==> config.mk <==
export PLATFORM = sky130hd
export DESIGN_NAME = window_mac_flat
export DESIGN_NICKNAME = d
export VERILOG_FILES = /design/src/rtl/window_mac_if.sv /design/src/rtl/window_mac.sv /design/src/flat_wrapper.sv
export SDC_FILE = /design/constraint.sdc
export NUM_CORES = 1
export LEC_CHECK = 0
export BUFFER_PORTS_ARGS = -buffer_cell sky130_fd_sc_hd__buf_2
export CORE_MARGIN = 2
export CORE_UTILIZATION = 54
export CTS_BUF_LIST = sky130_fd_sc_hd__clkbuf_8
export DETAILED_ROUTE_END_ITERATION = 10
export PLACE_DENSITY_LB_ADDON = 0.1
export SLEW_MARGIN = 10
export SYNTH_ARGS = -nofsm -noshare
export SYNTH_HDL_FRONTEND = slang
export SYNTH_SLANG_ARGS = --single-unit
==> constraint.sdc <==
create_clock -name CLK -period 11.2 [get_ports CLK]
set_input_delay 2.24 -clock CLK [delete_from_list [all_inputs] [get_ports CLK]]
set_output_delay 2.24 -clock CLK [all_outputs]
set_load 0.1 [all_outputs]
==> src/rtl/window_mac_if.sv <==
// Handshake and data bundle between a window_mac and the block that drives it.
// The master side sources pairs and start; the slave side is the MAC itself.
interface window_mac_if #(
   parameter int DATA_W = 16,
   parameter int ACC_W  = 40
);
   logic              start;
   logic              in_valid;
   logic              in_ready;
   logic [DATA_W-1:0] pixel;
   logic [DATA_W-1:0] weight;
   logic              out_valid;
   logic              out_ready;
   logic [ACC_W-1:0]  result;
   logic              busy;

   modport master (
      output start, in_valid, pixel, weight, out_ready,
      input  in_ready, out_valid, result, busy
   );

   modport slave (
      input  start, in_valid, pixel, weight, out_ready,
      output in_ready, out_valid, result, busy
   );
endinterface

==> src/rtl/window_mac.sv <==
// Windowed multiply-accumulate: TAPS signed pixel*weight products summed into
// an ACC_W accumulator, each product built by a bit-serial shift-add multiplier.
module window_mac #(
   parameter int DATA_W = 16,
   parameter int TAPS   = 25,
   parameter int ACC_W  = 40
) (
   input logic         CLK,
   input logic         R,
   window_mac_if.slave bus
);
   localparam logic [2:0] IDLE     = 3'd0;
   localparam logic [2:0] WAIT_TAP = 3'd1;
   localparam logic [2:0] MUL      = 3'd2;
   localparam logic [2:0] ACC      = 3'd3;
   localparam logic [2:0] DONE     = 3'd4;

   localparam int               CNT_W     = (DATA_W > 1) ? $clog2(DATA_W) : 1;
   localparam logic [CNT_W-1:0] BIT_LAST  = CNT_W'(DATA_W - 1);
   localparam logic [7:0]       TAP_COUNT = 8'(TAPS);

   logic [2:0]          state_reg, state_next;
   logic [ACC_W-1:0]    acc_reg;
   logic [ACC_W-1:0]    result_reg;
   logic [7:0]          tap_cnt_reg;
   logic [CNT_W-1:0]    bit_cnt_reg;
   logic [2*DATA_W-1:0] mcand_reg;
   logic [2*DATA_W-1:0] prod_reg;
   logic [DATA_W-1:0]   mplier_reg;
   logic                sign_reg;

   logic [DATA_W-1:0]   pixel_mag, weight_mag;
   logic [ACC_W-1:0]    prod_ext, prod_signed, acc_sum;
   logic [7:0]          tap_cnt_inc;

   // Negating the most negative operand in DATA_W bits yields 2^(DATA_W-1)
   // when read unsigned, which is exactly the magnitude we want.
   assign pixel_mag  = bus.pixel[DATA_W-1]  ? ((~bus.pixel)  + DATA_W'(1)) : bus.pixel;
   assign weight_mag = bus.weight[DATA_W-1] ? ((~bus.weight) + DATA_W'(1)) : bus.weight;

   assign prod_ext    = {{(ACC_W-2*DATA_W){1'b0}}, prod_reg};
   assign prod_signed = sign_reg ? ((~prod_ext) + ACC_W'(1)) : prod_ext;
   assign acc_sum     = acc_reg + prod_signed;
   assign tap_cnt_inc = tap_cnt_reg + 8'd1;

   always_comb begin
      state_next = state_reg;
      case (state_reg)
         IDLE:     if (bus.start) state_next = WAIT_TAP;
         WAIT_TAP: if (bus.in_valid) state_next = MUL;
         MUL:      if (bit_cnt_reg == BIT_LAST) state_next = ACC;
         ACC:      state_next = (tap_cnt_inc == TAP_COUNT) ? DONE : WAIT_TAP;
         DONE:     if (bus.out_ready) state_next = IDLE;
         default:  state_next = IDLE;
      endcase
   end

   always_ff @(posedge CLK or posedge R) begin
      if (R) begin
         state_reg   <= IDLE;
         acc_reg     <= '0;
         result_reg  <= '0;
         tap_cnt_reg <= '0;
         bit_cnt_reg <= '0;
         mcand_reg   <= '0;
         prod_reg    <= '0;
         mplier_reg  <= '0;
         sign_reg    <= 1'b0;
      end else begin
         state_reg <= state_next;
         case (state_reg)
            IDLE: begin
               if (bus.start) begin
                  acc_reg     <= '0;
                  tap_cnt_reg <= '0;
               end
            end
            WAIT_TAP: begin
               if (bus.in_valid) begin
                  mcand_reg   <= {{DATA_W{1'b0}}, pixel_mag};
                  mplier_reg  <= weight_mag;
                  sign_reg    <= bus.pixel[DATA_W-1] ^ bus.weight[DATA_W-1];
                  prod_reg    <= '0;
                  bit_cnt_reg <= '0;
               end
            end
            MUL: begin
               if (mplier_reg[0]) prod_reg <= prod_reg + mcand_reg;
               mcand_reg   <= mcand_reg << 1;
               mplier_reg  <= mplier_reg >> 1;
               bit_cnt_reg <= bit_cnt_reg + CNT_W'(1);
            end
            ACC: begin
               // result tracks the running sum so it only changes once a new window adds a tap
               acc_reg     <= acc_sum;
               result_reg  <= acc_sum;
               tap_cnt_reg <= tap_cnt_inc;
            end
            default: ;
         endcase
      end
   end

   assign bus.in_ready  = (state_reg == WAIT_TAP);
   assign bus.out_valid = (state_reg == DONE);
   assign bus.busy      = (state_reg != IDLE);
   assign bus.result    = result_reg;
endmodule

==> src/flat_wrapper.sv <==
// flat-port wrapper written by rule: the top's interface ports become plain ports
module window_mac_flat 
#(
   parameter int DATA_W = 16,
   parameter int TAPS   = 25,
   parameter int ACC_W  = 40
)
  (CLK, R, bus_start, bus_in_valid, bus_pixel, bus_weight, bus_out_ready, bus_in_ready, bus_out_valid, bus_result, bus_busy);
  window_mac_if #(.DATA_W(DATA_W), .ACC_W(ACC_W)) bus_i ();
  input logic CLK;
  input logic R;
  input wire logic [$bits(bus_i.start)-1:0] bus_start;
  input wire logic [$bits(bus_i.in_valid)-1:0] bus_in_valid;
  input wire logic [$bits(bus_i.pixel)-1:0] bus_pixel;
  input wire logic [$bits(bus_i.weight)-1:0] bus_weight;
  input wire logic [$bits(bus_i.out_ready)-1:0] bus_out_ready;
  output wire logic [$bits(bus_i.in_ready)-1:0] bus_in_ready;
  output wire logic [$bits(bus_i.out_valid)-1:0] bus_out_valid;
  output wire logic [$bits(bus_i.result)-1:0] bus_result;
  output wire logic [$bits(bus_i.busy)-1:0] bus_busy;
  assign bus_i.start = bus_start;
  assign bus_i.in_valid = bus_in_valid;
  assign bus_i.pixel = bus_pixel;
  assign bus_i.weight = bus_weight;
  assign bus_i.out_ready = bus_out_ready;
  assign bus_in_ready = bus_i.in_ready;
  assign bus_out_valid = bus_i.out_valid;
  assign bus_result = bus_i.result;
  assign bus_busy = bus_i.busy;
  window_mac #(.DATA_W(DATA_W), .TAPS(TAPS), .ACC_W(ACC_W)) u_core (.CLK(CLK), .R(R), .bus(bus_i));
endmodule
==> flow_summary.rst <==
.. list-table::
   :header-rows: 1

   * - Metric
     - Value
   * - Result of the run
     - complete, no violations
   * - Detailed-router iteration count before antenna repair
     - 5
   * - Number of vias per cell after detailed routing
     - 5.761
   * - Fraction of registers with async set or reset after synthesis
     - 100.0%
   * - Count of flip-flops with a built-in enable after synthesis
     - 0
   * - Port bufs
     - 79
   * - TNS Setup
     - 0 ns
   * - Number of vias in the routed layout
     - 9,811
   * - Maximum buffer depth of the clock tree
     - 2
   * - Post-Synth Simple-Gate Area
     - 18.18%
   * - Share of Yosys cell area claimed by the top area cell type
     - 37.31%
   * - Half-perimeter wire length after placement
     - 20,230 microns
   * - FF-to-FF setup slack
     - 5.79 ns
   * - Start point of the worst hold path
     - u_core.bus.result[25]
   * - Minimum clock period after layout
     - 5.410 ns
   * - Flip-flop cell with the highest count after synthesis
     - dfrtp_1
   * - RSZ-0062 raised after global routing
     - false
   * - Hold-fix buffers at CTS
     - 0
   * - First element of the critical path
     - u_core.prod_reg[2]
   * - Highest Signal Layer
     - met4
   * - Cell Area, Synth
     - 11,810 sq um
   * - Largest family of logic cells by synthesized area
     - compound AO/OA/AOI/OAI gates
   * - Routed metal-1 wirelength
     - 13,740 microns
   * - CTS resizes
     - 0
   * - Chip Width
     - 151.9 microns
   * - Met2 wire length
     - 12,090 microns
   * - Total wire length
     - 27,170 microns
   * - Routed length per placed instance
     - 15.96 microns
   * - Most frequent standard cell in the layout excluding fill and tap cells
     - nand2_1
   * - Total overflow reported by the global router
     - 0
   * - Clock tree from TritonCTS
     - yes
   * - Routability Congestion
     - 0.9024
   * - Slew of the pin with the lowest slew margin
     - 1.140 ns
   * - Number of warnings reported in the yosys synthesis log
     - 0
   * - Clock root buffer
     - clkbuf_8
   * - Global-route wire length before repair
     - 47,300 microns
   * - Most used cells in the layout excluding fill and tap cells
     - nand2_1 (296), dfrtp_1 (176), o21ai_0 (137)
   * - Sequential fraction of the synthesis area
     - 37.31%
   * - Part of the cycle the worst path needs
     - 48.30%
   * - Syn avg cell area
     - 8.567 sq um
   * - Max Cap Violations
     - 0
   * - Non-Filler Instances
     - 1,703
   * - Xor and xnor area share after synthesis
     - 8.765%
   * - WS Path Type
     - reg -> reg
   * - Core footprint
     - 21,620 sq um
   * - Cell types occupying the most area after synthesis
     - dfrtp_1 (37%), nand2_1 (9.4%), ha_1 (8.4%), o21ai_0 (5.8%), xnor2_1 (5.2%)
   * - Via count of the first global-routing pass
     - 9,541
   * - Endpoints failing hold
     - 0
   * - Setup crit start kind
     - flip-flop
   * - Flops & latches, synth
     - 176
   * - Overall routing resource usage
     - 24.45%
   * - Routed length on met3
     - 1027 microns
   * - CTS H-tree depth
     - 4
   * - Max-slew violation count
     - 0
   * - Launch point of the worst reg-to-reg path
     - u_core.prod_reg[2]
   * - Number of instances in the placed design
     - 1,672
   * - Arrival time of the worst setup path
     - 5.76 ns
   * - Synthesized instance count
     - 1,378
   * - Worst hold-check path type
     - reg -> reg
   * - Tightest hold margin
     - 0.4748 ns
   * - Row cnt
     - 54
   * - Share of synthesized cell area in full adder, half adder and majority cells
     - 8.712%
   * - Number of nets produced by synthesis
     - 1,496
   * - Ant diodes
     - 0
   * - Final antenna-violating net count
     - 0
   * - Floorplan die height
     - 151.9 microns
   * - Number of top-level design ports
     - 80
   * - Number of distinct library cells after synthesis
     - 76
   * - Cell type contributing the most total cell area after synthesis
     - dfrtp_1
   * - Number of clock sinks seen by CTS
     - 176
   * - Die area
     - 23,060 sq um
   * - Antenna violations before repair
     - 0
   * - Number of buffers created by CTS
     - 17
   * - Compound-Gate Fraction of Synth Area
     - 22.67%
   * - Maximum number of pins on one net before global-route repair
     - 73
   * - Setup crit end kind
     - flip-flop
   * - Worst-skew pair later-pin latency
     - 0.47 ns
   * - DRC marker count from the first detailed-route iteration
     - 510
   * - Largest fanout on the critical path
     - 8
   * - Filler Cells Inserted
     - 1,977
   * - Clock transition at the register clock pins on the worst setup and hold paths after CTS
     - 0.10 ns
   * - Setup Skew
     - 0.02224 ns
   * - Headroom to the max-slew limit
     - 23.80%
   * - Total of endpoints with negative setup slack in the final report
     - 0
   * - Fraction of synthesized area in multiplexers
     - 0.9751%
   * - Initial cell density of the core
     - 54.60%
   * - Number of DRC violations after detailed routing
     - 0
   * - Fmax achieved
     - 0.1848 GHz
   * - Count of nets after finishing
     - 1,529
   * - Data required time of the worst path
     - 11.55 ns
   * - Post CTS Setup Buffer Count
     - 0
   * - Proportion of layout cells with a drive suffix above 1
     - 10.47%
   * - Layout Area Growth over Synthesis
     - 7.917%
## cell usage after synthesis, types with 11 or more instances
master and n:
a21o_1 46, a21oi_1 63, a22oi_1 24, a31oi_1 14, and2_1 12, clkbuf_1 65
dfrtp_1 176, ha_1 79, inv_1 30, nand2_1 296, nand3_1 24, nand4_1 15
nor2_1 56, o211ai_1 11, o21a_1 11, o21ai_0 137, o21bai_1 13, o31ai_1 22
xnor2_1 70, xor2_1 45
## area by class of cell
| type | count | area, sq um | area share (%) |
|---|---|---|---|
| Timing Repair Buffer | 88 | 462.9 | 3.634 |
| Inverter | 30 | 117.6 | 0.9232 |
| Sequential cell | 176 | 4404 | 34.57 |
| Clock inverter | 14 | 160.2 | 1.257 |
| Tap cell | 280 | 350.3 | 2.750 |
| Multi-Input combinational cell | 1098 | 7010 | 55.03 |
| Clock buffer | 17 | 234.0 | 1.837 |
## final timing paths
kind | endpoint | depth (start not counted)
max in group asynchronous | u_core.bus.result[30] | 3
worst min-delay path | u_core.bus.result[25] | 2
worst max register to register | u_core.acc_reg[39] | 19
worst min register to register | u_core.bus.result[25] | 2
worst max-delay path | u_core.acc_reg[39] | 19
min in group asynchronous | u_core.mplier_reg[9] | 2
## critical path, cell delays in order (launching register included)
cell      delay [ns]
dfrtp_1         0.49
nor4_4          0.37
nor3b_2         0.25
nand2_1         0.11
or4_4           0.44
or2_1           0.27
or4_1           0.43
or2_1           0.37
o21ai_1         0.20
xnor2_1         0.14
ha_1            0.30
and2_1          0.22
a21o_1          0.20
a221oi_1        0.38
o21ai_0         0.15
a21oi_1         0.26
o221ai_1        0.19
and3_2          0.25
a211oi_2        0.17
nand3_1         0.10
## metal layers
metal | GRT usage, % | vias up
met5 | 0 | -
met4 | 5.696 | 0
met3 | 3.736 | 25
met2 | 38.85 | 175
met1 | 35.47 | 4640
li1 | - | 4971
## kinds of logic (layout without fill, tap and decap cells)
logic type,after synthesis,in the layout
AO/OA/AOI/OAI,413,413
XOR/XNOR,116,116
adder cells (fa/ha/maj),81,81
buffers and inverters,104,149
flip-flops,176,176
multiplexers,11,11
AND/OR/NAND/NOR,477,477
## per-stage QoR
stage          setup WS [ns]  cell area (sq um)  util (%)
2_1_floorplan          4.186              11810         -
3_3_place_gp           5.963              12350     57.10
3_5_place_dp           5.846              12350     57.10
4_1_cts                5.831              12740     58.92
5_1_grt                5.415              12740     58.92
6_report               5.790              12740     58.92
Power is left out: the tool's default activity adds up to more than one toggle a clock period on the data nets, which glitch-free logic cannot reach.
